[config.mk]
export PLATFORM = sky130hd
export DESIGN_NAME = blink_scheduler
export DESIGN_NICKNAME = d
export VERILOG_FILES = /design/src/rtl/blink_scheduler.sv
export SDC_FILE = /design/constraint.sdc
export NUM_CORES = 1
export LEC_CHECK = 0
export ABC_AREA = 1
export BUFFER_PORTS_ARGS = -buffer_cell sky130_fd_sc_hd__buf_2
export CAP_MARGIN = 10
export CORE_AREA = 2 2 75 48
export DETAILED_ROUTE_END_ITERATION = 6
export DIE_AREA = 0 0 77 50
export GPL_TIMING_DRIVEN = 0
export PLACE_DENSITY_LB_ADDON = 0.15
export SYNTH_ARGS = -nofsm -noshare
export SYNTH_HDL_FRONTEND = slang
export SYNTH_SLANG_ARGS = --single-unit
export TNS_END_PERCENT = 10
[constraint.sdc]
create_clock -name clk -period 3.9 [get_ports clk]
set_clock_uncertainty 0.05 [all_clocks]
set_input_delay 0.39 -clock clk [delete_from_list [all_inputs] [get_ports clk]]
set_output_delay 0.39 -clock clk [all_outputs]
set_load 0.1 [all_outputs]
[src/rtl/blink_scheduler.sv]
// blink_scheduler: round-robin owner of a 4-digit blink resource.
// Optional idle timeout with lockout enabled by BLINK_TIMEOUT_EN.
module blink_scheduler #(
  parameter int HALF_PERIOD    = 500,
  parameter int SLOT_PHASES    = 4,
  parameter int TIMEOUT_PHASES = 20
) (
  input  logic       clk,
  input  logic       reset_n_wire,
  input  logic       enable_wire,
  input  logic [3:0] req_wire,
  input  logic       activity_wire,
  output logic [3:0] grant,
  output logic       blink,
  output logic [3:0] blank,
  output logic       busy,
  output logic       timeout
);

  typedef enum logic [1:0] {
    IDLE,
    GRANT,
    LOCKOUT
  } state_e;

  state_e     state_q, state_d;
  logic [3:0] grant_q, grant_d;
  logic       blink_q, blink_d;
  logic [9:0] phase_q, phase_d;
  logic [3:0] slot_q, slot_d;
  logic [1:0] last_q, last_d;
  logic       timeout_q, timeout_d;
  logic [3:0] pick;
  logic [3:0] other;
  logic [3:0] slot_nx;
  logic       wrap;

`ifdef BLINK_TIMEOUT_EN
  logic [7:0] idle_q, idle_d;
`else
  logic       unused_activity;
  assign unused_activity = activity_wire;
`endif

  // First requester strictly after last, wrapping; last itself checked last
  function automatic logic [3:0] rr_pick(
    input logic [3:0] req,
    input logic [1:0] last
  );
    logic [3:0] g;
    logic [1:0] idx;
    g = '0;
    for (int k = 4; k >= 1; k--) begin
      idx = last + 2'(k);
      if (req[idx]) g = 4'b0001 << idx;
    end
    return g;
  endfunction

  function automatic logic [1:0] enc(input logic [3:0] g);
    return {g[3] | g[2], g[3] | g[1]};
  endfunction

  assign pick    = rr_pick(req_wire, last_q);
  assign other   = rr_pick(req_wire & ~grant_q, last_q);
  assign wrap    = (phase_q == 10'(HALF_PERIOD - 1));
  assign slot_nx = slot_q + 4'd1;

  // Next-state: arbitration, phase/slot counting, rotation, release
  always_comb begin
    state_d   = state_q;
    grant_d   = grant_q;
    blink_d   = blink_q;
    phase_d   = phase_q;
    slot_d    = slot_q;
    last_d    = last_q;
    timeout_d = 1'b0;
`ifdef BLINK_TIMEOUT_EN
    idle_d    = idle_q;
`endif
    if (enable_wire) begin
      unique case (state_q)
        IDLE: begin
          if (|req_wire) begin
            state_d = GRANT;
            grant_d = pick;
            last_d  = enc(pick);
            phase_d = '0;
            slot_d  = '0;
            blink_d = 1'b0;
`ifdef BLINK_TIMEOUT_EN
            idle_d  = '0;
`endif
          end
        end
        GRANT: begin
          if (!(|(req_wire & grant_q))) begin
            state_d = IDLE;
            grant_d = '0;
            blink_d = 1'b0;
            phase_d = '0;
            slot_d  = '0;
          end else begin
            phase_d = phase_q + 10'd1;
`ifdef BLINK_TIMEOUT_EN
            if (activity_wire) idle_d = '0;
`endif
            if (wrap) begin
              phase_d = '0;
              blink_d = ~blink_q;
              slot_d  = slot_nx;
              if (slot_nx == 4'(SLOT_PHASES)) begin
                slot_d = '0;
                if (|other) begin
                  grant_d = other;
                  last_d  = enc(other);
                  blink_d = 1'b0;
`ifdef BLINK_TIMEOUT_EN
                  idle_d  = '0;
`endif
                end
              end
`ifdef BLINK_TIMEOUT_EN
              if (!activity_wire) begin
                idle_d = idle_q + 8'd1;
                if (idle_q + 8'd1 == 8'(TIMEOUT_PHASES)) begin
                  state_d   = LOCKOUT;
                  grant_d   = '0;
                  blink_d   = 1'b0;
                  phase_d   = '0;
                  slot_d    = '0;
                  idle_d    = '0;
                  timeout_d = 1'b1;
                end
              end
`endif
            end
          end
        end
        LOCKOUT: begin
          if (req_wire == 4'b0000) state_d = IDLE;
        end
        default: state_d = IDLE;
      endcase
    end
  end

  // State and counter registers
  always_ff @(posedge clk or negedge reset_n_wire) begin
    if (!reset_n_wire) begin
      state_q   <= IDLE;
      grant_q   <= '0;
      blink_q   <= 1'b0;
      phase_q   <= '0;
      slot_q    <= '0;
      last_q    <= 2'd3;
      timeout_q <= 1'b0;
    end else begin
      state_q   <= state_d;
      grant_q   <= grant_d;
      blink_q   <= blink_d;
      phase_q   <= phase_d;
      slot_q    <= slot_d;
      last_q    <= last_d;
      timeout_q <= timeout_d;
    end
  end

`ifdef BLINK_TIMEOUT_EN
  // Half-periods since last grant or user activity
  always_ff @(posedge clk or negedge reset_n_wire) begin
    if (!reset_n_wire) idle_q <= '0;
    else               idle_q <= idle_d;
  end
`endif

  assign grant   = grant_q;
  assign blink   = blink_q;
  assign blank   = grant_q & {4{blink_q}};
  assign busy    = (state_q == GRANT);
  assign timeout = timeout_q;

endmodule

Word level (Yosys, flattened, before mapping). Cells that the tools add are included. W data, S select, Z words.

Bits in registers: 23. Bits of input ports: 8. Output and inout port bits: 11. Word-level logic and storage cells: 108.

$add $sub $neg: 5. Magnitude comparators: 4. Equality and inequality tests: 14. Shift operators: 4. Multiplexer cells: 55. Bitwise operators: 9. Reduce and logical (&&, ||, !) cells: 11.

Operator list (number): $mux W4 (17); $mux W10 (3); $pmux W10 S2 (1); $bmux W1 S2 (8); $mux W2 (8); $pmux W4 S2 (2); $shl A1 B2 Y4 const A (4); $mux W1 (13); $and A4 B4 Y4 (3); $lt A2 B3 Y1 const B (4); $reduce_or A4 Y1 (3); $add A10 B1 Y10 const B (1); $eq A10 B9 Y1 const B (1); $ne A2 B1 Y1 const B (4); $reduce_and A4 Y1 (2); $reduce_and A7 Y1 (1); $ne A2 B2 Y1 const B (3); $ne A3 B2 Y1 const B (2); $pmux W2 S3 (1); $reduce_and A6 Y1 (1); $add A2 B2 Y2 const B (2); $add A4 B1 Y4 const B (1); $eq A4 B3 Y1 const B (1); $logic_not A4 Y1 (1); other kinds (12) (15).

Depth between registers and ports, before layout.
Depth after elaboration: 14. Depth in mapped cells: 16. Depth with buffers taken out: 16.

Worst setup path after synthesis. No wires, ideal clock.

Path kind: register -> register. From: reg grant_q[3] (netlist: grant[3]). To: reg grant_q[0] (netlist: grant[0]). Library setup time: 0.122 ns. Arrival: 2.144 ns. Data required time: 3.728 ns. Setup slack: 1.584 ns. Cell stages (with the launch flop): 14. Buffers on the path: 0. Clock period less this slack: 2.316 ns. Cell sequence: dfrtp_1 inv_1 nand3_1 nand3_2 nand2_1 nand3_1 nand2_1 nand2_2 nand2_4 nor2_4 nand3_4 nand3_4 nand2_1 nand2_1.

Word-level cells in the longest chain between the ends: 13. Elaborated cells between the ends (all ways): 26. Those cells by class: eq/ne: 3; mux: 17; bitwise: 3; reduce/logical: 3.

Ends and longest elaborated chain: start: declaration (line 27) `logic [3:0] grant_q, grant_d;`; start signal: assignment (line 160) `grant_q <= grant_d;`; $not A4 Y4 (line 65) `assign other = rr_pick(req_wire & ~grant_q, last_q);`; $and A4 B4 Y4 (line 65); $bmux W1 S2 (line 55) `if (req[idx]) g = 4'b0001 << idx;`; $mux W1 (not written as such) (line 55); $mux W4 (4 in a row) (line 55); $mux W4 (line 114) `if (|other) begin`; $mux W4 (line 112) `if (slot_nx == 4'(SLOT_PHASES)) begin`; $mux W4 (line 108) `if (wrap) begin`; $mux W4 (line 97) `if (!(|(req_wire & grant_q))) begin`; $pmux W4 S2 (line 82) `unique case (state_q)`.

Several ways; a longest one is shown, not always the timed one. The select of a mux whose other input is x is not followed. A chain may end at the register's enable or synchronous reset.

Worst setup path in the final report.
From: reg last_q[1]. To: reg grant_q[0] (netlist: grant[0]).

Word-level cells in the longest chain between the ends: 11. Elaborated cells between the ends (all ways): 40. Those cells by class: add/sub: 3; eq/ne: 1; shift: 4; mux: 30; reduce/logical: 2.

Ends and longest elaborated chain: start: declaration (line 31) `logic [1:0] last_q, last_d;`; start signal: assignment (line 164) `last_q <= last_d;`; $add A2 B2 Y2 or $bmux W1 S2 (tied branches) (line 54, 55); $bmux W1 S2 or $mux W1 (tied branches) (line 55); $mux W1 (not written as such) or $mux W4 (tied branches) (line 55); $mux W4 (3 in a row) (line 55); $mux W4 (line 114); $mux W4 (line 112); $mux W4 (line 108); $mux W4 (line 97); $pmux W4 S2 (line 82).

Several ways; a longest one is shown, not always the timed one. The select of a mux whose other input is x is not followed.

==> impl_results.html <==
<table>
<tr><th>Metric</th><th>Value</th></tr>
<tr><th colspan="2">Flow run</th></tr>
<tr><td>Count of maximum capacitance violations</td><td>0</td></tr>
<tr><th colspan="2">GRT</th></tr>
<tr><td>Global-route usage over all layers</td><td>26.27%</td></tr>
<tr><td>Grt ovf</td><td>0</td></tr>
<tr><td>Number of global-route vias before repair</td><td>1722</td></tr>
<tr><td>Global-route wire length before repair</td><td>7.983 mm</td></tr>
<tr><td>Pin count of the biggest net entering global routing</td><td>23</td></tr>
<tr><td>Antenna violations before repair</td><td>0</td></tr>
<tr><th colspan="2">STA</th></tr>
<tr><td>Number of max-slew violations in the final report</td><td>0</td></tr>
<tr><td>Time the worst path needs with I/O delays and setup</td><td>2.487 ns</td></tr>
<tr><td>Count of endpoints failing setup in the final report</td><td>0</td></tr>
<tr><td>Share of the cycle needed by the critical path after routing</td><td>63.77%</td></tr>
<tr><td>Highest Clock Rate</td><td>402.1 MHz</td></tr>
<tr><td>Total count of hold-check failures in the final report</td><td>0</td></tr>
<tr><td>Unrepaired setup endpoints after global routing</td><td>no</td></tr>
<tr><td>Post-Route Setup TNS</td><td>0 ns</td></tr>
<tr><th colspan="2">Yosys</th></tr>
<tr><td>Count of cell types in the netlist</td><td>35</td></tr>
<tr><td>Synth Instances</td><td>290</td></tr>
<tr><td>Fraction of the mapped netlist area in compound gates</td><td>10.03%</td></tr>
<tr><td>Top cell type's share of synthesized area</td><td>25.71%</td></tr>
<tr><td>Multiplexer share of the synthesized area</td><td>0.5141%</td></tr>
<tr><td>Post-synthesis average cell area</td><td>6.713 µm²</td></tr>
<tr><td>Total of warnings raised by yosys</td><td>0</td></tr>
<tr><td>Dominant cells by area after synthesis</td><td>dfrtp_1 26%, nand2_1 17%, nand3_1 11%, inv_1 6.9%, ha_1 4.5%</td></tr>
<tr><td>Post-Synth Adder-Cell Area</td><td>4.499%</td></tr>
<tr><td>Syn Std Cell Area</td><td>1947 µm²</td></tr>
<tr><td>Synth Net Count</td><td>305</td></tr>
<tr><td>Main combinational cell family by area after synthesis</td><td>simple AND/OR/NAND/NOR gates</td></tr>
<tr><td>Synth area leader</td><td>dfrtp_1</td></tr>
<tr><td>Post-synthesis register bit count</td><td>22</td></tr>
<tr><td>XOR/XNOR share of the synthesized area</td><td>0.8997%</td></tr>
<tr><td>Fraction of the mapped netlist area in simple logic gates</td><td>45.37%</td></tr>
<tr><td>Fraction of the yosys area taken by sequential cells</td><td>28.41%</td></tr>
<tr><th colspan="2">Pwr</th></tr>
<tr><td>Peak supply drop</td><td>0.5711 mV</td></tr>
<tr><td>Pleak</td><td>0.001146 µW</td></tr>
<tr><td>Final total power</td><td>2031 µW</td></tr>
<tr><td>Cell Pwr Density</td><td>942.6 nW/µm²</td></tr>
<tr><th colspan="2">Clocking</th></tr>
<tr><td>Clock latency of the later-clocked register in the worst-skew pair</td><td>0.27 ns</td></tr>
<tr><td>Number of setup buffers added after CTS</td><td>0</td></tr>
<tr><td>Total clock buffers created by CTS</td><td>3</td></tr>
<tr><td>Clock edge transition at the registers on the reported setup and hold paths</td><td>0.08 ns</td></tr>
<tr><td>Post-CTS Hold Buffers</td><td>0</td></tr>
<tr><td>Root Buffer Master</td><td>clkbuf_8</td></tr>
<tr><td>Maximum clock insertion buffer count</td><td>2</td></tr>
<tr><td>Gates resized, CTS repair</td><td>0</td></tr>
<tr><td>Sink Count</td><td>22</td></tr>
<tr><td>Clock tree from TritonCTS</td><td>yes</td></tr>
<tr><td>Htree depth</td><td>1</td></tr>
<tr><th colspan="2">Critical path</th></tr>
<tr><td>Arrival time of data at the critical path endpoint</td><td>2.60 ns</td></tr>
<tr><td>Worst path slowest cell</td><td>dfstp_2</td></tr>
<tr><td>CP Launch Type</td><td>register</td></tr>
<tr><td>Cell family with most CP delay</td><td>simple AND/OR/NAND/NOR gates</td></tr>
<tr><td>Cell occurring most often along the worst timing path</td><td>nand2_1</td></tr>
<tr><td>Critical Path Max Stage Delay</td><td>0.60 ns</td></tr>
<tr><td>Combined buffer and inverter count along the critical path</td><td>2</td></tr>
<tr><td>Largest fanout on the critical path</td><td>8</td></tr>
<tr><td>Data required, critical path</td><td>4.01 ns</td></tr>
<tr><td>Kind of capture point of the worst setup path</td><td>register</td></tr>
<tr><td>Crit-path cells</td><td>inv_1 &gt; ha_1 &gt; inv_1 &gt; nand3_2 &gt; nand2_1 &gt; nand3_1 &gt; nand2_1 &gt; nand2_2 &gt; nand2_4 &gt; nor2_4 &gt; nand3_4 &gt; nand3_4 &gt; nand2_1 &gt; nand2_1</td></tr>
<tr><td>Critical path class</td><td>register to register</td></tr>
<tr><td>Slack of the worst reg-to-reg path</td><td>1.41 ns</td></tr>
<tr><th colspan="2">Drt</th></tr>
<tr><td>Via count</td><td>1947</td></tr>
<tr><td>Wire length per cell</td><td>12.92 µm</td></tr>
<tr><td>Remaining antenna violation count</td><td>0</td></tr>
<tr><td>Violation count after the first detailed-routing iteration</td><td>165</td></tr>
<tr><td>Routed WL</td><td>4.586 mm</td></tr>
<tr><td>Per-cell via count in the routed design</td><td>5.485</td></tr>
<tr><td>Detailed Routing Iterations Pass 1</td><td>4</td></tr>
<tr><td>Number of remaining DRC errors</td><td>0</td></tr>
<tr><th colspan="2">Place</th></tr>
<tr><td>Half-perimeter wire length after placement</td><td>3.624 mm</td></tr>
<tr><td>Gp weighted congestion</td><td>0.8836</td></tr>
<tr><td>Buffers on Ports</td><td>16</td></tr>
<tr><th colspan="2">Final layout</th></tr>
<tr><td>Fraction of layout instances using a drive strength above 1</td><td>17.42%</td></tr>
<tr><td>Net total in the final layout</td><td>326</td></tr>
<tr><td>Layout-stage area growth over the synthesis result</td><td>10.67%</td></tr>
<tr><td># diodes</td><td>0</td></tr>
<tr><th colspan="2">Die</th></tr>
<tr><td>Width of the die</td><td>77 µm</td></tr>
<tr><td>Count of standard-cell rows</td><td>16</td></tr>
<tr><td>Overall die area</td><td>3850 µm²</td></tr>
<tr><td>Vertical die dimension</td><td>50 µm</td></tr>
<tr><td>I/O pins</td><td>19</td></tr>
<tr><td>Initial core utilization</td><td>61.55%</td></tr>
<tr><td>Core area</td><td>3163 µm²</td></tr>
<tr><th colspan="2">Worst hold path</th></tr>
<tr><td>Path category of the worst min-delay check</td><td>input port to async pin</td></tr>
<tr><th colspan="2">Run status</th></tr>
<tr><td>Status</td><td>finished clean</td></tr>
</table>
-- layout by cell type, fill, tap and decap left out, types with 7 or more instances in the layout --
cell type  Yosys  routed
nand2_1       90      90
nand3_1       41      41
inv_1         36      36
dfrtp_1       20      20
buf_2          1      17
o21ai_0       15      15
nor2_1        10      10
o21ai_1        9       9
ha_1           7       7
-- power by group --
group          switching, µW  total, µW  internal (µW)  leakage [µW]
sequential              66.3        349            283      0.000293
combinational           1040       1470            427      0.000818
clock                   76.7        214            137     0.0000357
-- synthesized netlist by cell type, drive strengths merged --
library cell / n
o22ai: 2
xnor2: 1
a21oi: 5
mux2i: 1
nor2: 14
nand4: 6
nor3: 6
buf: 5
conb: 1
o21ai: 26
nor3b: 1
nand2: 99
dfrtp: 20
xor2: 1
inv: 39
nand3b: 1
o41ai: 1
o21a: 1
ha: 7
and3: 1
clkinv: 1
nand3: 49
dfstp: 2
-- flip-flops by register name, indices dropped and copies added, names as in the netlist --
name and cells:
slot_q 4, grant 4, state_q 1, blink 1
last_q 2, phase_q 10
-- per-layer routing --
metal,up-vias,global-route usage [%],wire [µm]
met2,75,36.55,1723
met3,4,5.128,447
li1,992,-,-
met5,-,0,0
met1,876,41.89,2397
met4,0,4.464,19
-- cell type report --
| class | instances | area [µm²] |
|---|---|---|
| Clock inverter | 1 | 30.03 |
| Buffer | 5 | 46.29 |
| Multi-Input combinational cell | 223 | 1197 |
| Clock buffer | 3 | 41.29 |
| Inverter | 40 | 150.1 |
| Sequential cell | 22 | 553.0 |
| Fill cell | 304 | 1008 |
| Tap cell | 45 | 56.30 |
| Timing Repair Buffer | 16 | 80.08 |
-- per-stage QoR --
| stage | cell area, µm² | hold slack [ns] | utilization (%) | setup WS, ns | std cells |
|---|---|---|---|---|---|
| after floorplan | 1947 | 0.04441 | - | 1.584 | 290 |
| after global placement | 2083 | 0.3273 | 65.86 | 1.471 | 351 |
| after detailed placement | 2083 | 0.3290 | 65.86 | 1.451 | 351 |
| after CTS | 2155 | 0.03861 | 68.12 | 1.430 | 355 |
| after global routing | 2155 | 0.05335 | 68.12 | 1.179 | 355 |
| final | 2155 | 0.01806 | 68.12 | 1.413 | 355 |
-- logic make-up (layout without fill, tap and decap cells) --
family,after synthesis,after routing
adder cells (fa/ha/maj),7,7
multiplexers,1,1
XOR/XNOR,2,2
AND/OR/NAND/NOR,177,177
buffers and inverters,45,65
AO/OA/AOI/OAI,35,35
flip-flops,22,22
other,1,1
-- path summary, 6_finish.rpt --
kind	start	depth (start not counted)	endpoint
setup / recovery	last_q[1]	14	grant[0]
hold / removal	reset_n_wire	1	phase_q[1]
setup reg to reg	last_q[1]	14	grant[0]
hold reg to reg	grant[2]	2	grant[2]
max in group asynchronous	reset_n_wire	1	last_q[1]
min in group clk	enable_wire	2	state_q[0]
Power figures use the tool's default switching activity.
